$ cat src/rtl/multicycle_control_pkg.sv
`default_nettype none
// +--------------------------------------------------------------------------+
// | multicycle_control_pkg                                                   |
// | Shared state enum, opcode and ALU encodings for the multicycle control.  |
// | Revision: 1.0                                                            |
// +--------------------------------------------------------------------------+
package multicycle_control_pkg;

  typedef enum logic [3:0] {
    FETCH    = 4'd0,
    DECODE   = 4'd1,
    MEMADR   = 4'd2,
    MEMREAD  = 4'd3,
    MEMWB    = 4'd4,
    MEMWRITE = 4'd5,
    EXECR    = 4'd6,
    EXECI    = 4'd7,
    ALUWB    = 4'd8,
    BRANCH   = 4'd9,
    JAL      = 4'd10,
    FAULT    = 4'd11
  } state_t;

  localparam logic [6:0] c_op_load   = 7'b0000011;
  localparam logic [6:0] c_op_store  = 7'b0100011;
  localparam logic [6:0] c_op_rtype  = 7'b0110011;
  localparam logic [6:0] c_op_itype  = 7'b0010011;
  localparam logic [6:0] c_op_branch = 7'b1100011;
  localparam logic [6:0] c_op_jal    = 7'b1101111;

  localparam logic [1:0] c_aluop_add   = 2'b00;
  localparam logic [1:0] c_aluop_sub   = 2'b01;
  localparam logic [1:0] c_aluop_funct = 2'b10;

  localparam logic [2:0] c_alu_add  = 3'b000;
  localparam logic [2:0] c_alu_sub  = 3'b001;
  localparam logic [2:0] c_alu_and  = 3'b010;
  localparam logic [2:0] c_alu_or   = 3'b011;
  localparam logic [2:0] c_alu_sltu = 3'b100;
  localparam logic [2:0] c_alu_slt  = 3'b101;
  localparam logic [2:0] c_alu_sll  = 3'b110;
  localparam logic [2:0] c_alu_srl  = 3'b111;

  typedef struct packed {
    logic       regWrite;
    logic       memWrite;
    logic       adrSrc;
    logic [1:0] resultSrc;
    logic [1:0] aluSrcA;
    logic [1:0] aluSrcB;
    logic [2:0] aluControl;
    logic       fault;
  } ctrl_t;

  // Moore control word for a state; alu is the decoded op for EXECR/EXECI/BRANCH.
  function automatic ctrl_t ctrl_of(input state_t s, input logic [2:0] alu);
    ctrl_t c;
    c = '0;
    case (s)
      FETCH:    begin c.aluSrcB = 2'b10; c.resultSrc = 2'b10; end
      DECODE:   begin c.aluSrcA = 2'b01; c.aluSrcB = 2'b01; end
      MEMADR:   begin c.aluSrcA = 2'b10; c.aluSrcB = 2'b01; end
      MEMREAD:  c.adrSrc = 1'b1;
      MEMWB:    begin c.resultSrc = 2'b01; c.regWrite = 1'b1; end
      MEMWRITE: begin c.adrSrc = 1'b1; c.memWrite = 1'b1; end
      EXECR:    begin c.aluSrcA = 2'b10; c.aluControl = alu; end
      EXECI:    begin c.aluSrcA = 2'b10; c.aluSrcB = 2'b01; c.aluControl = alu; end
      ALUWB:    c.regWrite = 1'b1;
      BRANCH:   begin c.aluSrcA = 2'b10; c.aluControl = alu; end
      JAL:      begin c.aluSrcA = 2'b01; c.aluSrcB = 2'b10; end
      FAULT:    c.fault = 1'b1;
      default:  c = '0;
    endcase
    return c;
  endfunction

endpackage
`default_nettype wire

$ cat src/rtl/multicycle_control_alu_decoder.sv
`default_nettype none
// +--------------------------------------------------------------------------+
// | alu_decoder                                                              |
// | Maps aluOp/funct3/funct7b5/op[5] to an ALU operation and illegal flag.   |
// | Revision: 1.0                                                            |
// +--------------------------------------------------------------------------+
module alu_decoder
  import multicycle_control_pkg::*;
(
  input  logic [1:0] aluOp,
  input  logic [2:0] funct3,
  input  logic       funct7b5,
  input  logic       op5,
  output logic [2:0] aluControl,
  output logic       illegal
);

  always_comb begin
    aluControl = c_alu_add;
    illegal    = 1'b0;
    case (aluOp)
      c_aluop_sub: aluControl = c_alu_sub;
      c_aluop_funct: begin
        case (funct3)
          3'b000: aluControl = (op5 && funct7b5) ? c_alu_sub : c_alu_add;
          3'b111: aluControl = c_alu_and;
          3'b110: aluControl = c_alu_or;
          3'b011: aluControl = c_alu_sltu;
          3'b010: aluControl = c_alu_slt;
          3'b001: aluControl = c_alu_sll;
          // Shift right: funct7b5 set selects the arithmetic form, flagged illegal.
          3'b101: begin aluControl = c_alu_srl; illegal = funct7b5; end
          default: illegal = 1'b1;
        endcase
      end
      default: aluControl = c_alu_add;
    endcase
  end

endmodule
`default_nettype wire

$ cat src/rtl/multicycle_control.sv
`default_nettype none
// +--------------------------------------------------------------------------+
// | multicycle_control                                                       |
// | Multicycle RISC-V control FSM with memReady timeout and sticky fault.    |
// | Optional macro BRANCH_NE_EN adds bne support in the BRANCH state.        |
// | Revision: 1.0                                                            |
// +--------------------------------------------------------------------------+
module multicycle_control
  import multicycle_control_pkg::*;
#(
  parameter int TIMEOUT = 15
) (
  input  logic       clk,
  input  logic       rst,
  input  logic [6:0] op,
  input  logic [2:0] funct3,
  input  logic       funct7b5,
  input  logic       zero,
  input  logic       memReady,
  output logic       pcWrite,
  output logic       irWrite,
  output logic       regWrite,
  output logic       memWrite,
  output logic       adrSrc,
  output logic [1:0] resultSrc,
  output logic [1:0] aluSrcA,
  output logic [1:0] aluSrcB,
  output logic [2:0] aluControl,
  output logic       fault,
  output logic [3:0] stateOut
);

  localparam logic [8:0] c_timeout = 9'(TIMEOUT);

  state_t     r_state;
  state_t     w_next;
  ctrl_t      r_ctrl;
  logic [7:0] r_cnt;
  logic       r_illegal;
  logic [1:0] w_aluop;
  logic [2:0] w_aluctl;
  logic       w_illegal;
  logic       w_timeout;
  logic       w_waiting;
  logic       w_br_ok;
  logic       w_br_take;

`ifdef BRANCH_NE_EN
  assign w_br_ok   = (funct3 == 3'b000) || (funct3 == 3'b001);
  assign w_br_take = ((funct3 == 3'b000) && zero) || ((funct3 == 3'b001) && !zero);
`else
  assign w_br_ok   = (funct3 == 3'b000);
  assign w_br_take = (funct3 == 3'b000) && zero;
`endif

  assign w_waiting = (r_state == FETCH) || (r_state == MEMREAD) || (r_state == MEMWRITE);
  // Fault on the wait cycle that would bring the count up to TIMEOUT.
  assign w_timeout = (({1'b0, r_cnt} + 9'd1) == c_timeout);

  always_comb begin
    w_next = r_state;
    case (r_state)
      FETCH:    if (memReady) w_next = DECODE; else if (w_timeout) w_next = FAULT;
      DECODE: begin
        case (op)
          c_op_load, c_op_store: w_next = MEMADR;
          c_op_rtype:            w_next = EXECR;
          c_op_itype:            w_next = EXECI;
          c_op_branch:           w_next = w_br_ok ? BRANCH : FAULT;
          c_op_jal:              w_next = JAL;
          default:               w_next = FAULT;
        endcase
      end
      MEMADR:   w_next = (op == c_op_load) ? MEMREAD : MEMWRITE;
      MEMREAD:  if (memReady) w_next = MEMWB; else if (w_timeout) w_next = FAULT;
      MEMWB:    w_next = FETCH;
      MEMWRITE: if (memReady) w_next = FETCH; else if (w_timeout) w_next = FAULT;
      EXECR, EXECI: w_next = r_illegal ? FAULT : ALUWB;
      ALUWB:    w_next = FETCH;
      BRANCH:   w_next = FETCH;
      JAL:      w_next = ALUWB;
      FAULT:    w_next = FAULT;
      default:  w_next = FAULT;
    endcase
  end

  // ALU op is decoded for the state being entered so it can be registered.
  always_comb begin
    w_aluop = c_aluop_add;
    if (w_next == EXECR || w_next == EXECI) w_aluop = c_aluop_funct;
    else if (w_next == BRANCH)              w_aluop = c_aluop_sub;
  end

  alu_decoder u_alu_decoder (
    .aluOp      (w_aluop),
    .funct3     (funct3),
    .funct7b5   (funct7b5),
    .op5        (op[5]),
    .aluControl (w_aluctl),
    .illegal    (w_illegal)
  );

  always_ff @(posedge clk or posedge rst) begin
    if (rst) begin
      r_state   <= FETCH;
      r_ctrl    <= ctrl_of(FETCH, c_alu_add);
      r_cnt     <= 8'd0;
      r_illegal <= 1'b0;
    end else begin
      r_state   <= w_next;
      r_ctrl    <= ctrl_of(w_next, w_aluctl);
      r_illegal <= w_illegal;
      if (w_next != r_state)
        r_cnt <= 8'd0;
      else if (w_waiting && !memReady)
        r_cnt <= r_cnt + 8'd1;
    end
  end

  assign irWrite    = (r_state == FETCH) && memReady;
  assign pcWrite    = irWrite || (r_state == JAL) || ((r_state == BRANCH) && w_br_take);
  assign regWrite   = r_ctrl.regWrite;
  assign memWrite   = r_ctrl.memWrite;
  assign adrSrc     = r_ctrl.adrSrc;
  assign resultSrc  = r_ctrl.resultSrc;
  assign aluSrcA    = r_ctrl.aluSrcA;
  assign aluSrcB    = r_ctrl.aluSrcB;
  assign aluControl = r_ctrl.aluControl;
  assign fault      = r_ctrl.fault;
  assign stateOut   = r_state;

endmodule
`default_nettype wire

$ cat config.mk
export PLATFORM = sky130hd
export DESIGN_NAME = multicycle_control
export DESIGN_NICKNAME = d
export VERILOG_FILES = /design/src/rtl/multicycle_control_pkg.sv /design/src/rtl/multicycle_control_alu_decoder.sv /design/src/rtl/multicycle_control.sv
export SDC_FILE = /design/constraint.sdc
export NUM_CORES = 1
export LEC_CHECK = 0
export ABC_AREA = 1
export BUFFER_PORTS_ARGS = -buffer_cell sky130_fd_sc_hd__buf_2
export CAP_MARGIN = 20
export CORE_AREA = 2 2 71 73
export DETAILED_ROUTE_END_ITERATION = 10
export DIE_AREA = 0 0 73 75
export GPL_ROUTABILITY_DRIVEN = 0
export SYNTH_ARGS = -nofsm -noshare
export SYNTH_HDL_FRONTEND = slang
export SYNTH_SLANG_ARGS = --single-unit
export TNS_END_PERCENT = 100
$ cat constraint.sdc
create_clock -name clk -period 2.23 [get_ports clk]
set_input_delay 0.3345 -clock clk [delete_from_list [all_inputs] [get_ports clk]]
set_output_delay 0.3345 -clock clk [all_outputs]
set_load 0.02 [all_outputs]
==> results.json, run 1 <==
{
  "cp_max_fo": 8,
  "leakage_nw": 1.02,
  "worst_path_largest_cell_delay_ns": 0.43,
  "arrival_ns": 2.17,
  "worst_pin_slew_ns": 0.675,
  "seq_area_frac_synth": 0.405,
  "wl_um": 3500,
  "die_h_um": 75,
  "cpMostUsedCell": "nand2_1",
  "report.final.setup_viol": 0,
  "portBuffers": 33,
  "synth_edf_count": 0,
  "ioPinCount": 34,
  "max_freq_ghz": 0.494,
  "dieArea_mm2": 0.00548,
  "clock_skew_ns": 0.00449,
  "grt_use_total": 0.139,
  "relSlewSlack": 0.549,
  "overflow": 0,
  "root_buffer": "clkbuf_8",
  "hold_class": "in2async",
  "p_int_w": 0.00123,
  "cts_sinks": 26,
  "start_util": 0.346,
  "hold-worst-slack_ns": 0.152,
  "wire_per_inst_um": 11.4,
  "combPwrFrac": 0.604,
  "avgSynthCellArea_um2": 7.47,
  "drv_slew": 0,
  "synth_nets": 233,
  "drive_above_1_share": 0.291,
  "cts_buffers": 3,
  "layout_setup_ws_ns": 0.207,
  "clockBufferDepth": 2,
  "seqPwrFrac": 0.280,
  "syn-cell-area_mm2": 0.00161,
  "grt_pass1_vias": 1375,
  "critPathLaunchType": "flip-flop",
  "register_area_um2": 653,
  "status": "finished, final reports clean",
  "synthCells": 216,
  "max-vdd-ir-drop_uv": 657,
  "core_area_mm2": 0.00466,
  "grt_max_degree": 19,
  "yosys.area.top_type": "dfrtp_1",
  "clkPwrFrac": 0.116,
  "dp_worst_setup_slack_ns": 0.218,
  "worstPathCellList": "ha_1 > nand2_1 > inv_1 > nor2_1 > nand3_1 > nor2_2 > nand3_2 > nand2_1 > nand2_1 > nand2_2 > nand2_1 > nand2_1 > inv_2 > nand2_4 > nor3_2",
  "dp_hpwl_um": 2830,
  "multi_input_area_um2": 837,
  "clock_latency_ns": 0.27,
  "cap_violations": 0,
  "cts_tree": "done",
  "vias": 1473,
  "ant_nets": 0,
  "power_density_mw_per_mm2": 1330,
  "synth-async-reset-ratio": 1.00,
  "htree_levels": 1,
  "required_ns": 2.38,
  "yosysUniqueCellTypes": 31,
  "antenna_found_initial": 0,
  "synthFlopType": "dfrtp_1",
  "p_sw_frac": 0.515,
  "yosys.area.top_type_share": 0.372,
  "netSwitchingPower_w": 0.00131,
  "finalHoldViolCount": 0,
  "final_util": 0.411,
  "drt_iter0_markers": 49,
  "end_kind": "flip-flop",
  "fillers": 486,
  "period_needed_ns": 2.02,
  "ys_seq_elements": 26,
  "cp_slowest_cell": "dfrtp_1",
  "synthTopCellsByArea": "dfrtp_1 (37%), nand2_1 (12%), nand3_1 (6.8%)",
  "fin_crit_sh": 0.907,
  "criticalPathCategory": "reg2reg",
  "firstDrtPassIters": 4,
  "chipWidth_um": 73,
  "diodes": 0,
  "yosysWarnings": 0,
  "syn_to_final_growth_pct": 18.9,
  "num-nets-final": 272,
  "layout_common_cells": "nand2_1 (53), buf_2 (33), inv_1 (25)",
  "grt_pass1_wl_um": 6020,
  "vias_per_cell": 4.78,
  "remaining_drc_errors": 0,
  "rows": 25,
  "final_common_cell": "nand2_1",
  "path_clk_slew_ns": 0.08
}
-- flip-flops by register name, summed over array words and instances, names as in the netlist --
register / count
resultSrc: 2
adrSrc: 1
memWrite: 1
regWrite: 1
aluSrcA: 2
stateOut: 4
aluSrcB: 2
aluControl: 3
r_cnt: 8
r_illegal: 1
fault: 1
-- final timing paths --
kind                       startpoint       endpoint  slack, ns  cells past startpoint
max                          r_cnt[1]       r_cnt[2]       0.21                     15
min                               rst       regWrite       0.15                      2
max reg2reg                  r_cnt[1]       r_cnt[2]       0.21                     15
min reg2reg                  r_cnt[7]       r_cnt[7]       0.68                      4
max in group asynchronous         rst       r_cnt[1]       1.49                      3
min in group clk            funct3[2]  aluControl[2]       0.28                      2
-- routing by layer --
metal | track usage | wire length, µm
met4 | 0.0185 | 12
met2 | 0.250 | 1790
met1 | 0.174 | 1580
met3 | 0.0348 | 117
met5 | 0 | 0
-- repair_timing --
| item | in CTS | in global routing |
|---|---|---|
| resized for setup | 0 | 1 |
| setup endpoints to repair | 0 | 8 |
| hold buffers | 0 | 0 |
| setup buffers | 0 | 1 |
-- cell usage after synthesis, drive strengths merged (2+ instances only) --
cell type	count
dfstp	2
dfrtp	24
nor2	28
o21ai	11
a31oi	3
ha	2
a21oi	5
nand2	63
nand4	2
nand3	23
nor3	12
inv	30
-- stage by stage --
stage	instances	TNS (ns)	cell area [µm²]	power (W)
after global routing	308	-0.00131	1920	0.00279
after floorplan	216	0	1610	0.00190
after CTS	307	0	1910	0.00258
final	308	0	1920	0.00254
after global placement	303	0	1850	0.00227
after detailed placement	303	0	1850	0.00227
-- cell families after synthesis --
kind of cell | share of synthesized area
muxes | 0.00621
and+or+nand+nor | 0.404
DFF | 0.405
buffers and inverters | 0.0776
adders and majority gates | 0.0155
xor gates and xnor gates | 0.0109
AOI/OAI and AO/OA | 0.0807
-- area by class of cell --
| cell class | count | area share |
|---|---|---|
| repair buffers | 36 | 0.0979 |
| multi-input cells | 157 | 0.437 |
| flip-flops and latches | 26 | 0.341 |
| inverters | 31 | 0.0607 |
| well taps | 54 | 0.0352 |
| clock buffers | 4 | 0.0287 |
-- critical path, delay by kind of cell, from the launching register on --
kind / cells / cell delay [ns]
adder cells (fa/ha/maj): 1 / 0.23
buffers and inverters: 2 / 0.10
flip-flops: 1 / 0.43
AND/OR/NAND/NOR: 12 / 1.14
-- power groups by stage --
stage | clock network, W | logic [W] | registers, W
3_3_place_gp | 0 | 0.00154 | 0.000725
5_1_grt | 0.000323 | 0.00174 | 0.000728
3_5_place_dp | 0 | 0.00155 | 0.000720
4_1_cts | 0.000311 | 0.00155 | 0.000712
2_1_floorplan | 0 | 0.00108 | 0.000821
6_report | 0.000295 | 0.00153 | 0.000711
No activity file was read; power rests on OpenSTA's default activity.
==> inputs of run 2 (changes only) <==
GPL_TIMING_DRIVEN = 0   (was default)
==> results.json, run 2 (synthesized netlist as in run 1, its figures left out) <==
{
  "clock_latency_ns": 0.27,
  "firstDrtPassIters": 4,
  "worst_path_largest_cell_delay_ns": 0.41,
  "syn_to_final_growth_pct": 21.9,
  "num-nets-final": 274,
  "status": "finished, final reports clean",
  "critPathLaunchType": "flip-flop",
  "antenna_found_initial": 0,
  "worstPathCellList": "ha_2 > nand3_1 > o21ai_0 > nand2_1 > nor2_2 > nand3_2 > nand2_1 > nand2_2 > nand2_4 > nand2_1 > nand2_2 > nand2_4 > nor3_2",
  "core_area_mm2": 0.00466,
  "largest_reg_flops": 8,
  "grt_pass1_vias": 1381,
  "end_kind": "flip-flop",
  "max-vdd-ir-drop_uv": 797,
  "clock_skew_ns": 0.00348,
  "die_h_um": 75,
  "layout_common_cells": "nand2_1 (52), buf_2 (34), inv_1 (25)",
  "clockBufferDepth": 2,
  "grt_max_degree": 27,
  "portBuffers": 33,
  "overflow": 0,
  "criticalPathCategory": "reg2reg",
  "rsz0062_at_grt": "no",
  "power_density_mw_per_mm2": 1360,
  "chipWidth_um": 73,
  "root_buffer": "clkbuf_8",
  "dieArea_mm2": 0.00548,
  "ioPinCount": 34,
  "wl_um": 3510,
  "worst_pin_slew_ns": 0.391,
  "placed_cell_area_mm2": 0.00185,
  "cap_violations": 0,
  "fin_setup_tns_ns": 0,
  "cp_slowest_cell": "dfrtp_1",
  "vias": 1490,
  "finalNonFillerCells": 310,
  "cp_top_family": "simple AND/OR/NAND/NOR gates",
  "leakage_nw": 1.04,
  "drive_above_1_share": 0.301,
  "drv_slew": 0,
  "drt_iter0_markers": 53,
  "diodes": 0,
  "grt_use_total": 0.142,
  "arrival_ns": 2.20,
  "hold_class": "in2async",
  "dp.cells": 303,
  "path_clk_slew_ns": 0.09,
  "final_util": 0.422,
  "finalHoldViolCount": 0,
  "path_buf_inv": 0,
  "vias_per_cell": 4.81,
  "cts_sinks": 26,
  "stdcell_area_mm2": 0.00197,
  "wire_per_inst_um": 11.3,
  "relSlewSlack": 0.732,
  "rows": 25,
  "cp_max_fo": 8,
  "final_common_cell": "nand2_1",
  "grt_pass1_wl_um": 6040,
  "max_freq_ghz": 0.501,
  "cts_tree": "done",
  "period_needed_ns": 2.00,
  "hold-worst-slack_ns": 0.157,
  "report.final.setup_viol": 0,
  "holdBufCountCts": 0,
  "required_ns": 2.43,
  "htree_levels": 1,
  "dp_hpwl_um": 2730,
  "start_util": 0.346,
  "cts_buffers": 3,
  "top_register": "r_cnt",
  "cpMostUsedCell": "nand2_1",
  "remaining_drc_errors": 0,
  "fin_crit_sh": 0.895,
  "ant_nets": 0
}
run 2: final timing paths:
kind | from | endpoint | slack [ns] | cells after the start
setup reg to reg | r_cnt[1] | r_cnt[7] | 0.23 | 13
min in group clk | funct3[2] | aluControl[2] | 0.28 | 2
max in group asynchronous | rst | aluControl[1] | 1.93 | 3
setup / recovery | r_cnt[1] | r_cnt[7] | 0.23 | 13
hold reg to reg | r_cnt[7] | r_cnt[7] | 0.68 | 4
hold / removal | rst | aluSrcB[1] | 0.16 | 2
run 2: cell type report:
class | count | area (µm²)
fill | 480 | 2700
multi-input combinational | 157 | 840
sequential | 26 | 653
timing repair buffer | 36 | 208
inverter | 31 | 116
tap | 54 | 67.6
clock buffer | 3 | 41.3
clock inverter | 1 | 30.0
buffer | 2 | 10.0
run 2: power by group:
group          total (W)  switching [W]  internal [W]  leakage, nW
clock network   0.000394       0.000154      0.000240       0.0357
registers       0.000698      0.0000859      0.000612        0.346
logic            0.00159        0.00110      0.000491        0.662
run 2: per-layer routing:
metal  up-vias  part of all wire  global-route usage  wire, µm
met3         2             0.052              0.0402       184
met5         -                 0                   0         0
met1       682              0.43               0.173      1510
li1        777                 -                   -         -
met2        29              0.51               0.255      1800
met4         0            0.0034              0.0185        12
run 2: what timing repair did:
| item | in CTS | in global routing |
|---|---|---|
| endpoints found under the setup margin | 0 | 12 |
| buffers inserted | 0 | 2 |
| resized for setup | 0 | 4 |
run 2: metrics by stage:
step,total power (W),setup WS [ns]
6_report,0.00268,0.233
5_1_grt,0.00293,0.00523
4_1_cts,0.00268,0.140
3_5_place_dp,0.00228,0.158
3_3_place_gp,0.00227,0.178
2_1_floorplan,0.00190,0.254
run 2: worst register-to-register path, cell delays in order (launching register included):
cell,delay [ns]
dfrtp_1,0.41
ha_2,0.21
nand3_1,0.09
o21ai_0,0.16
nand2_1,0.09
nor2_2,0.12
nand3_2,0.14
nand2_1,0.10
nand2_2,0.07
nand2_4,0.10
nand2_1,0.07
nand2_2,0.08
nand2_4,0.11
nor3_2,0.17
==> inputs of run 3 (changes only) <==
CORE_AREA = 10 10 79 81   (was 2 2 71 73)
DIE_AREA = 0 0 89 91   (was 0 0 73 75)
GPL_ROUTABILITY_DRIVEN = 1   (was 0)
GPL_TIMING_DRIVEN = default   (was 0)
==> results.json, run 3 (synthesized netlist as in run 1, its figures left out) <==
{
  "criticalPathCategory": "reg2reg",
  "final_common_cell": "nand2_1",
  "clock_skew_ns": 0.00534,
  "power_w": 0.00267,
  "antenna_found_initial": 0,
  "period_needed_ns": 2.01,
  "place.gp.congestion": 0.826,
  "rows": 25,
  "hold-worst-slack_ns": 0.135,
  "fin_crit_sh": 0.901,
  "grt_pass1_wl_um": 6800,
  "drv_slew": 0,
  "max_freq_ghz": 0.498,
  "root_buffer": "clkbuf_8",
  "grt_use_total": 0.101,
  "combPwrFrac": 0.586,
  "clkPwrFrac": 0.145,
  "syn_to_final_growth_pct": 19.9,
  "placed_cell_area_mm2": 0.00185,
  "power_density_mw_per_mm2": 1380,
  "diodes": 0,
  "clock_latency_ns": 0.27,
  "start_util": 0.346,
  "vias_per_cell": 4.79,
  "vias": 1469,
  "required_ns": 2.39,
  "post_cts_buffers": 0,
  "htree_levels": 1,
  "chipWidth_um": 89,
  "reg2reg_slack_ns": 0.22,
  "report.final.setup_viol": 0,
  "netSwitchingPower_w": 0.00135,
  "core_area_mm2": 0.00466,
  "remaining_drc_errors": 0,
  "top_register": "r_cnt",
  "ioPinCount": 34,
  "dp_worst_setup_slack_ns": 0.235,
  "stdcell_area_mm2": 0.00193,
  "finalHoldViolCount": 0,
  "ant_nets": 0,
  "p_sw_frac": 0.504,
  "p_int_w": 0.00133,
  "rr_startpoint": "r_cnt[1]",
  "grt_max_degree": 19,
  "num-nets-final": 271,
  "cts_buffers": 3,
  "status": "finished, final reports clean",
  "firstDrtPassIters": 4,
  "clockBufferDepth": 2,
  "portBuffers": 33,
  "die_h_um": 91,
  "critPathLaunchType": "flip-flop",
  "cts_sinks": 26,
  "wl_um": 3840,
  "cap_violations": 0,
  "leakage_nw": 1.02,
  "path_clk_slew_ns": 0.09,
  "relSlewSlack": 0.571,
  "drt_iter0_markers": 86,
  "drive_above_1_share": 0.292,
  "largest_reg_flops": 8,
  "cts_tree": "done",
  "layout_setup_ws_ns": 0.222,
  "layout_common_cells": "nand2_1 (52), buf_2 (33), inv_1 (25)",
  "overflow": 0,
  "dp_hpwl_um": 3100,
  "wire_per_inst_um": 12.5,
  "hold_class": "in2async",
  "crit_start": "r_cnt[1]",
  "cp_max_fo": 8,
  "grt_pass1_vias": 1539,
  "dieArea_mm2": 0.00810,
  "seqPwrFrac": 0.269,
  "arrival_ns": 2.16,
  "end_kind": "flip-flop",
  "fin_setup_tns_ns": 0,
  "worst_pin_slew_ns": 0.643,
  "max-vdd-ir-drop_uv": 602
}
run 3: path summary, 6_finish.rpt:
| check | endpoint | cells past startpoint |
|---|---|---|
| setup / recovery | r_cnt[1] | 14 |
| min in group clk | aluControl[2] | 2 |
| hold / removal | stateOut[2] | 2 |
| max in group asynchronous | r_cnt[1] | 3 |
| setup reg to reg | r_cnt[1] | 14 |
| hold reg to reg | r_cnt[7] | 4 |
run 3: layout make-up:
type,instances,area (µm²)
Fill cell,476,2730
Multi-Input combinational cell,157,845
Sequential cell,26,653
Timing Repair Buffer,35,180
Inverter,31,116
Tap cell,54,67.6
Clock buffer,3,41.3
Clock inverter,1,30.0
run 3: through the flow:
| step | std cells | utilization |
|---|---|---|
| 6_report | 307 | 0.415 |
| 2_1_floorplan | 216 | - |
| 3_3_place_gp | 303 | 0.397 |
| 3_5_place_dp | 303 | 0.397 |
| 4_1_cts | 307 | 0.413 |
| 5_1_grt | 307 | 0.415 |
run 3: layer usage:
metal,GRT usage,up-vias,share of wire
met2,0.172,19,0.51
met4,0.00531,0,0.0018
met5,0,-,0
met3,0.0304,2,0.031
met1,0.127,679,0.46
li1,-,769,-
run 3: timing repair:
item | CTS | global route
setup endpoints to repair | 0 | 2
hold buffers | 0 | 0
resized for setup | 0 | 3
run 3: power by group through the flow:
stage / Sequential [W] / Clock (W) / Combinational (W)
after global routing: 0.000739 / 0.000420 / 0.00179
after detailed placement: 0.000731 / 0 / 0.00155
after floorplan: 0.000821 / 0 / 0.00108
after CTS: 0.000723 / 0.000393 / 0.00156
final: 0.000720 / 0.000388 / 0.00157
after global placement: 0.000727 / 0 / 0.00156
run 3: worst max-delay path, cell delays in order (launching register included):
cell	delay, ns
dfrtp_1	0.41
ha_2	0.21
nand3_1	0.09
o21ai_0	0.16
nand2_1	0.09
nor2_2	0.13
nand3_2	0.12
nand2_1	0.08
nand2_1	0.09
nand2_2	0.15
nand2_1	0.06
nand2_1	0.07
inv_2	0.04
nand2_4	0.14
nor3_2	0.05
